File: src/rtl/square_share_arbiter.sv
// Round-robin arbiter in front of a two-stage pipeline that shares one OP_W x OP_W squarer.
// Results are tagged with the requester index and honour downstream backpressure.
module square_share_arbiter #(
  parameter int unsigned NUM_REQ = 4,
  parameter int unsigned OP_W    = 7,
  parameter int unsigned ID_W    = 2
) (
  input  logic                    clk,
  input  logic                    rst,
  input  logic [NUM_REQ-1:0]      req_valid_i,
  input  logic [NUM_REQ*OP_W-1:0] req_operand_i,
  output logic [NUM_REQ-1:0]      req_ready_o,
  output logic                    res_valid_o,
  input  logic                    res_ready_i,
  output logic [ID_W-1:0]         res_id_o,
  output logic [2*OP_W-1:0]       res_square_o
);

  localparam int unsigned SqW = 2 * OP_W;

  logic            a_valid_q, a_valid_d;
  logic [OP_W-1:0] a_op_q, a_op_d;
  logic [ID_W-1:0] a_id_q, a_id_d;

  logic            b_valid_q, b_valid_d;
  logic [SqW-1:0]  b_sq_q, b_sq_d;
  logic [ID_W-1:0] b_id_q, b_id_d;

  logic [ID_W-1:0] ptr_q, ptr_d;

  logic            b_adv, a_adv;
  logic            grant_any, grant;
  logic [ID_W-1:0] grant_id, cand;
  logic [SqW-1:0]  a_sq;

  // Requester visited k steps after the pointer, wrapping at NUM_REQ.
  function automatic logic [ID_W-1:0] rr_idx(input logic [ID_W-1:0] ptr, input int unsigned k);
    return ID_W'((32'(ptr) + k) % NUM_REQ);
  endfunction

  assign b_adv = !b_valid_q || res_ready_i;
  assign a_adv = !a_valid_q || b_adv;

  always_comb begin
    grant_any = 1'b0;
    grant_id  = '0;
    cand      = '0;
    for (int unsigned k = 1; k <= NUM_REQ; k++) begin
      cand = rr_idx(ptr_q, k);
      if (!grant_any && req_valid_i[cand]) begin
        grant_any = 1'b1;
        grant_id  = cand;
      end
    end
  end

  assign grant = a_adv && grant_any;

  always_comb begin
    req_ready_o = '0;
    if (grant) begin
      req_ready_o[grant_id] = 1'b1;
    end
  end

  assign a_sq = SqW'(a_op_q) * SqW'(a_op_q);

  always_comb begin
    a_valid_d = a_valid_q;
    a_op_d    = a_op_q;
    a_id_d    = a_id_q;
    ptr_d     = ptr_q;
    b_valid_d = b_valid_q;
    b_sq_d    = b_sq_q;
    b_id_d    = b_id_q;

    if (grant) begin
      a_valid_d = 1'b1;
      a_op_d    = req_operand_i[32'(grant_id) * OP_W +: OP_W];
      a_id_d    = grant_id;
      ptr_d     = grant_id;
    end else if (a_adv) begin
      a_valid_d = 1'b0;
    end

    if (b_adv) begin
      b_valid_d = a_valid_q;
      b_sq_d    = a_sq;
      b_id_d    = a_id_q;
    end
  end

  always_ff @(posedge clk or posedge rst) begin
    if (rst) begin
      a_valid_q <= 1'b0;
      a_op_q    <= '0;
      a_id_q    <= '0;
      b_valid_q <= 1'b0;
      b_sq_q    <= '0;
      b_id_q    <= '0;
      ptr_q     <= ID_W'(NUM_REQ - 1);
    end else begin
      a_valid_q <= a_valid_d;
      a_op_q    <= a_op_d;
      a_id_q    <= a_id_d;
      b_valid_q <= b_valid_d;
      b_sq_q    <= b_sq_d;
      b_id_q    <= b_id_d;
      ptr_q     <= ptr_d;
    end
  end

  assign res_valid_o  = b_valid_q;
  assign res_id_o     = b_id_q;
  assign res_square_o = b_sq_q;

`ifndef SYNTHESIS
  a_grant_onehot : assert property (@(posedge clk) disable iff (rst) $onehot0(req_ready_o));

  a_res_hold : assert property (@(posedge clk) disable iff (rst)
    res_valid_o && !res_ready_i |=> res_valid_o && $stable(res_id_o) && $stable(res_square_o));
`endif

endmodule
File: config.mk
export PLATFORM = sky130hd
export DESIGN_NAME = square_share_arbiter
export DESIGN_NICKNAME = d
export VERILOG_FILES = /design/src/rtl/square_share_arbiter.sv
export SDC_FILE = /design/constraint.sdc
export NUM_CORES = 1
export LEC_CHECK = 0
export BUFFER_PORTS_ARGS = -buffer_cell sky130_fd_sc_hd__buf_2
export CAP_MARGIN = 20
export CORE_ASPECT_RATIO = 1.25
export CORE_MARGIN = 2
export CORE_UTILIZATION = 30
export CTS_CLUSTER_DIAMETER = 60
export DETAILED_ROUTE_END_ITERATION = 16
export GPL_TIMING_DRIVEN = 0
export PLACE_DENSITY_LB_ADDON = 0.3
export SYNTH_ARGS = -nofsm -noshare
export SYNTH_HDL_FRONTEND = slang
export SYNTH_SLANG_ARGS = --single-unit
File: constraint.sdc
create_clock -name clk -period 11 [get_ports clk]
set_input_delay 0.55 -clock clk [delete_from_list [all_inputs] [get_ports clk]]
set_output_delay 0.55 -clock clk [all_outputs]
set_load 0.03 [all_outputs]
==> run metrics, run 1 <==
status=finished clean; Worst-Margin Slew=0.614 ns; diode count=0; routability cong.=0.797; clock tree buffer depth=2; starting DRC count in detailed routing=52; Seq cells post-synth=28; Reg2Reg Depth=17; Synth Cell Area=0.00256 mm^2; Period minus WS final=4.92 ns; FP Rows=37; Routed Antenna Nets=0; count of input and output buffers=54; syn_nets=approximately 360; Avg WL per Cell=12.3 um; register area=703 um^2; RR Startpoint=a_op_q[1]; post-synthesis instance total=282; Synth Warn #=0; area grow syn2layout=19.1%; Via density=about 4.8; CTS Hold Bufs=0; total wire length=5.37 mm; # IOs=56; Worst Path Max Fanout=10; worst min path class=in -> async; initial antenna violation count=0; CTS Sinks=28; Vias=around 2100; total grt overflow=0; CP Data Required Time=between 10 and 15 ns; multi-input logic area=between 0.0015 and 0.002 mm^2; die area=0.00931 mm^2; Fmax achieved=between 200 and 250 MHz; Post-synth EDFFs=0; Setup CP Type=reg -> reg; setup bufs post-CTS=0; Seq/Total Area, Yosys=27.4%; CTS tree=built; largest net degree at the start of global routing=29; placed wire-length estimate=4.46 mm; Initial Utilization=30.9%; crit path launch=a_op_q[1]; number of global-route vias before repair=2072; Setup Skew=approximately 0.0021 ns; final setup fails=0; clock latency on the worst-skew pair=0.27 ns; fillers=about 840; Yosys cell types=47; MaxCap Viol Count=0; clk slew on worst S/H paths=0.10 ns; FFs w/ async S/R, synth=100%; Slew HR=between 50% and 60%; post-CTS sizing=0; Arrival @ worst endpoint=between 5 and 6 ns; final slew viol count=0; share of cells above drive strength 1=21.4%; Final Hold Viols=0; Mapped Avg Cell Area=~9.1 um^2; H-tree depth=1; Setup TNS Final=0 ns; final worst path period share=44.7%; Startpoint Class=flip-flop; CP endpoint kind=flip-flop; die width=86.7 um; DRC=0; RSZ-0062 raised after global routing=no; Main synth FF type=dfrtp_1; root buf cell=clkbuf_8; Core Footprint=between 0.008 and 0.009 mm^2; total track usage=~12%; total CTS buffers=3; first-pass GRT wire length=9.47 mm; DRT Pass-1 Iters=4; die height=107 um; final net count=415
[cell usage in the layout, fill, tap and decap left out, types with 3 or more instances in the layout]
cell	count
a211oi_1	12
a21boi_0	9
a21o_1	7
a21oi_1	13
a221oi_1	4
a31o_2	3
and2_1	14
and3_1	6
buf_2	55
clkbuf_1	8
clkbuf_8	3
dfrtp_1	26
fa_1	13
ha_1	25
inv_1	18
mux2i_1	8
nand2_1	33
nand2b_1	4
nor2_1	19
nor2b_1	5
o21ai_0	9
xnor2_1	7
xor2_1	5
[routing by layer]
metal | wire, um | global-route usage (%) | up-vias
li1 | - | - | 1103
met1 | 2620 | 16.9 | 937
met2 | 2530 | 21.0 | 50
met3 | 168 | 0.920 | 4
met4 | 48 | 3.01 | 0
met5 | 0 | 0 | -
[critical path, stage by stage (launching register included)]
cell and delay, ns:
dfrtp_1 0.42, clkbuf_1 0.41, nand2_1 0.18, xor2_1 0.18
ha_1 0.27, inv_1 0.05, fa_1 0.53, inv_1 0.05
fa_1 0.53, inv_1 0.05, fa_1 0.52, inv_1 0.04
ha_1 0.35, a21o_1 0.22, a221oi_1 0.50, o21ai_0 0.20
xnor2_1 0.20, o21ai_0 0.09
[flip-flops by register name, summed over array words and instances (netlist names)]
name and flops:
res_valid_o 1, a_id_q 2, a_op_q 7, res_square_o 13, res_id_o 2, ptr_q 2
a_valid_q 1
[cell families (layout without fill, tap and decap cells)]
family | count (synthesis) | count (layout) | synth area share [%]
multiplexers | 8 | 8 | 3.12
XOR/XNOR | 12 | 12 | 4.10
adder cells (fa/ha/maj) | 38 | 38 | 22.4
AND/OR/NAND/NOR | 97 | 97 | 18.9
other | 1 | 1 | 0.146
buffers and inverters | 30 | 89 | 5.22
AO/OA/AOI/OAI | 68 | 68 | 18.7
flip-flops | 28 | 28 | 27.4
[path summary, 6_finish.rpt]
check | endpoint | slack (ns)
setup / recovery | res_square_o[10] | 6.08
hold / removal | a_id_q[1] | 0.26
setup reg to reg | res_square_o[10] | 6.08
hold reg to reg | res_square_o[2] | 0.47
max in group asynchronous | ptr_q[1] | 10.22
min in group clk | res_square_o[2] | 0.47
[synth_stat cells, drive strengths merged (9+ instances only)]
library cell  number  area [um^2]
a21boi             9         67.6
inv               18         67.6
a211oi            12         90.1
a21oi             14         73.8
nand2             33          124
dfrtp             26          651
nor2              19         71.3
ha                25          313
and2              15         96.3
o21ai              9         45.0
fa                13          260
[per-stage QoR]
step           hold WS [ns]  instance area, um^2  std cells  worst slack, ns  util, %
2_1_floorplan         0.447                 2560        282             6.66        -
3_3_place_gp          0.449                 2960        433             6.09     35.7
3_5_place_dp          0.456                 2960        433             6.10     35.7
4_1_cts               0.481                 3030        437             6.06     36.5
5_1_grt               0.283                 3050        438             5.77     36.9
6_report              0.259                 3050        438             6.08     36.9
[area by class of cell]
type	instances	area share [%]
Buffer	12	2.17
Clock buffer	3	1.35
Clock inverter	1	0.983
Inverter	18	2.21
Multi-Input combinational cell	224	56.5
Sequential cell	28	23.0
Tap cell	97	3.97
Timing Repair Buffer	55	9.75
Power of run 1 is left out: the tool's default activity adds up to more than one toggle a clock period on the data nets, which glitch-free logic cannot reach.
==> run 2: changes to the inputs <==
==> constraint.sdc (replaced) <==
create_clock -name clk -period 4.3 [get_ports clk]
set_input_delay 0.215 -clock clk [delete_from_list [all_inputs] [get_ports clk]]
set_output_delay 0.215 -clock clk [all_outputs]
set_load 0.03 [all_outputs]
==> run metrics, run 2 (same netlist as run 1, synthesis figures left out) <==
status=finished clean; Avg WL per Cell=12.8 um; initial antenna violation count=0; setup ws final=between 0.15 and 0.2 ns; H-tree depth=1; final net count=roughly 430; Cell Count, Final, Fillers Out=449; commonest non-fill, non-tap cells in the layout=55 x buf_2, 31 x nand2_1, 24 x ha_1, 22 x dfrtp_1, 19 x nor2_1; multi-input logic area=approximately 0.0018 mm^2; clk slew on worst S/H paths=~0.10 ns; flop-to-flop setup slack=about 0.18 ns; Post-Place Cells=433; Setup CP Type=reg -> reg; clock latency on the worst-skew pair=around 0.28 ns; Period minus WS final=4.12 ns; MaxCap Viol Count=0; total wire length=5.75 mm; share of cells above drive strength 1=28.1%; die area=0.00931 mm^2; Slew HR=between 50 and 60%; # IOs=56; hold depth=3; Routed Antenna Nets=0; Arrival @ worst endpoint=4.28 ns; DRC=0; CP Data Required Time=approximately 4.5 ns; placed wire-length estimate=approximately 4.6 mm; critical hold path startpoint=req_valid_i[2]; pre-CTS setup slack=-0.476 ns; Hold EP=a_valid_q; final worst path period share=95.9%; FP Rows=37; Reg2Reg Depth=16; root buf cell=clkbuf_8; Vias=2193; Final Hold Viols=0; RR Startpoint=a_op_q[6]; starting DRC count in detailed routing=52; worst min path class=in -> reg; max FFs per register=13; final slew viol count=0; Worst-Margin Slew=0.607 ns; CP endpoint kind=flip-flop; total CTS buffers=3; Setup Skew=~0.0074 ns; routability cong.=0.793; largest net degree at the start of global routing=29; CTS Sinks=28; clock tree buffer depth=2; area grow syn2layout=25.3%; fillers=847; first-pass GRT wire length=9.67 mm; total track usage=between 10% and 20%; final setup fails=0; DP Area=~0.003 mm^2; total grt overflow=0; number of global-route vias before repair=~2200; Worst R2R End=res_square_o[8]; Initial Utilization=30.9%; Worst Path Max Fanout=7; CTS tree=built; post-route cell area=0.00321 mm^2; register area=708 um^2; diode count=0; most common cell after layout, fill and taps aside=buf_2; die width=86.7 um; count of input and output buffers=54; tightest hold margin=roughly 0.21 ns; Via density=slightly below 5; Startpoint Class=flip-flop; Fmax achieved=~240 MHz; die height=roughly 110 um; DRT Pass-1 Iters=4; Core Footprint=0.00829 mm^2
-- run 2: cell count changes in the layout (fill, tap and decap cells not counted), moves of 2 or more --
cell and change:
buf_4 +12, dfrtp_1 -4, dfrtp_2 +4, clkbuf_1 -3
inv_1 -2, inv_2 +2, nand2_1 -2, nand2_2 +2
o21ai_0 -2
-- run 2: layout make-up --
type / count / share of cell area [%]
Multi-Input combinational cell: 224 / 55.3
Sequential cell: 28 / 22.0
Timing Repair Buffer: 68 / 12.4
Tap cell: 97 / 3.78
Buffer: 10 / 2.18
Inverter: 18 / 2.10
Clock buffer: 3 / 1.29
Clock inverter: 1 / 0.935
-- run 2: how the worst max path moves through the flow --
| stage | startpoint | to | slack [ns] | cells past startpoint |
|---|---|---|---|---|
| 3_3_place_gp | a_op_q[1] | res_square_o[10] | -0.44 | 17 |
| 3_5_place_dp | a_op_q[1] | res_square_o[10] | -0.48 | 17 |
| 5_1_grt | a_op_q[6] | res_square_o[8] | -0.008 | 16 |
| 6_report | a_op_q[6] | res_square_o[8] | 0.18 | 16 |
| 4_1_cts | a_op_q[1] | res_square_o[10] | 0.05 | 17 |
| 2_1_floorplan | a_op_q[1] | res_square_o[11] | 0.04 | 17 |
-- run 2: worst max-delay path, cell delays in order, from the launching register on --
cell	delay, ns
dfrtp_2	0.45
nand2_2	0.10
xor2_1	0.18
ha_1	0.27
inv_1	0.05
fa_1	0.53
inv_1	0.05
fa_1	0.53
inv_1	0.05
fa_1	0.52
inv_1	0.07
ha_4	0.26
a21o_1	0.20
a221oi_4	0.35
buf_4	0.17
xor2_1	0.14
a21oi_1	0.08
-- run 2: timing repair --
item | 4_1_cts | 5_1_grt
pin swaps | 1 | 6
endpoints found under the setup margin | 6 | 6
setup buffers | 1 | 11
gates resized for setup | 12 | 7
hold buffers | 0 | 1
endpoints found under the hold margin | 0 | 7
-- run 2: per-layer routing --
metal	GRT usage [%]	wire length [um]	up-vias	share of wire, %
met1	15.9	2630	1017	46
met3	1.38	222	2	3.9
met4	2.34	36	0	0.63
li1	-	-	1117	-
met5	0	0	-	0
met2	22.8	2860	57	50
-- run 2: through the flow --
stage	util (%)	TNS, ns
after floorplan	-	0
after global placement	35.7	-2.16
after detailed placement	35.7	-2.34
after CTS	37.1	0
after global routing	38.8	-0.00833
final	38.8	0
Power of run 2 is left out for the same reason.
==> run 3: changes to the inputs <==
--- a/config.mk
+++ b/config.mk
@@ -7,6 +7,8 @@
 export LEC_CHECK = 0
 export BUFFER_PORTS_ARGS = -buffer_cell sky130_fd_sc_hd__buf_2
 export CAP_MARGIN = 20
+export CELL_PAD_IN_SITES_DETAIL_PLACEMENT = 1
+export CELL_PAD_IN_SITES_GLOBAL_PLACEMENT = 1
 export CORE_ASPECT_RATIO = 1.25
 export CORE_MARGIN = 2
 export CORE_UTILIZATION = 30
==> run metrics, run 3 (same netlist as run 1, synthesis figures left out) <==
Worst-Margin Slew=0.599 ns; Initial Utilization=30.9%; Vias=2251; Setup CP Type=reg -> reg; most common cell after layout, fill and taps aside=buf_2; hold depth=3; CTS Sinks=28; final worst path period share=94.6%; diode count=0; FP Rows=37; met1 Use GR=17.7%; area grow syn2layout=25.5%; clock latency on the worst-skew pair=0.28 ns; number of global-route vias before repair=2395; Fmax achieved=246 MHz; Startpoint Class=flip-flop; met3 Use GR=1.38%; commonest non-fill, non-tap cells in the layout=55 x buf_2, 31 x nand2_1, 23 x ha_1, 22 x dfrtp_1, 18 x nor2_1; die area=a little over 0.009 mm^2; routability cong.=about 0.74; setup ws final=0.234 ns; Period minus WS final=around 4 ns; fillers=~1000; total grt overflow=0; worst min path class=in -> reg; Core Footprint=0.00829 mm^2; Hold EP=a_valid_q; RR Startpoint=a_op_q[5]; met2 Use GR=26.6%; Final Hold Viols=0; Avg WL per Cell=~14 um; first-pass GRT wire length=11.0 mm; Slew HR=59.7%; MaxCap Viol Count=0; H-tree depth=1; Routed Antenna Nets=0; die width=between 80 and 90 um; placed wire-length estimate=5.18 mm; Via density=around 5; Worst Path Max Fanout=8; clk slew on worst S/H paths=0.10 ns; CP endpoint kind=flip-flop; CP Data Required Time=4.46 ns; Reg2Reg Depth=16; final net count=approximately 430; total CTS buffers=3; DRT Pass-1 Iters=4; CTS tree=built; clock tree buffer depth=2; final setup fails=0; starting DRC count in detailed routing=49; Worst R2R End=res_square_o[12]; initial antenna violation count=0; count of input and output buffers=54; Arrival @ worst endpoint=4.23 ns; busiest layer in global routing=met2; largest net degree at the start of global routing=29; # IOs=56; final slew viol count=0; DRC=0; root buf cell=clkbuf_8; die height=107 um; Setup Skew=around 0.0076 ns; total track usage=14.3%; flop-to-flop setup slack=approximately 0.23 ns; max FFs per register=13; pre-CTS setup slack=-0.566 ns; critical hold path startpoint=req_valid_i[2]; share of cells above drive strength 1=28.9%; total wire length=6.39 mm; status=finished clean
## run 3: changes by cell type in the layout (fill, tap and decap cells not counted), sizes merged
cell / before / now
buf: 72 / 73
## run 3: critical path: stages, from the launching register on
cell and delay [ns]:
dfrtp_2 0.47, nand2_2 0.10, xor2_1 0.15, ha_1 0.28
inv_1 0.05, fa_1 0.52, inv_2 0.04, fa_1 0.52
inv_1 0.05, fa_1 0.51, inv_2 0.05, ha_4 0.23
a21o_1 0.20, a221oi_4 0.35, o211ai_1 0.16, xnor2_1 0.19
a21oi_1 0.08
## run 3: timing repair
| action | in CTS | in global routing |
|---|---|---|
| setup endpoints to repair | 6 | 6 |
| gates resized for setup | 11 | 10 |
| hold buffers | 0 | 1 |
| hold endpoints to repair | 0 | 9 |
| pin swaps | 3 | 9 |
| setup buffers | 4 | 9 |
## run 3: cell type report
cell class                      instances  area [um^2]  area share [%]
Multi-Input combinational cell        224         1770            55.1
Sequential cell                        28          708            22.0
Timing Repair Buffer                   69          405            12.6
Tap cell                               97          121            3.77
Buffer                                 10         70.1            2.18
Inverter                               18         70.1            2.18
Clock buffer                            3         41.3            1.28
Clock inverter                          1         30.0           0.933
## run 3: per-layer routing
| metal | up-vias | routed length, um |
|---|---|---|
| li1 | 1121 | - |
| met1 | 1077 | 2760 |
| met2 | 49 | 3360 |
| met3 | 4 | 223 |
| met4 | 0 | 45 |
| met5 | - | 0 |
## run 3: worst max path at each step
stage,startpoint,to,cells after the start
floorplan,a_op_q[1],res_square_o[11],17
global route,a_op_q[5],res_square_o[12],16
detailed placement,a_op_q[1],res_square_o[10],17
finish,a_op_q[5],res_square_o[12],16
CTS,a_op_q[1],res_square_o[12],17
global placement,a_op_q[1],res_square_o[12],17
## run 3: through the flow
stage               TNS [ns]  cell area, um^2  instances  utilization, %  hold slack [ns]
global placement       -2.42             2960        433            35.7            0.445
detailed placement     -2.96             2960        433            35.7            0.452
global route        -0.00396             3220        450            38.8            0.217
finish                     0             3220        450            38.8            0.203
floorplan                  0             2570        282               -            0.279
CTS                        0             3100        439            37.4            0.192
Power of run 3 is left out for the same reason.
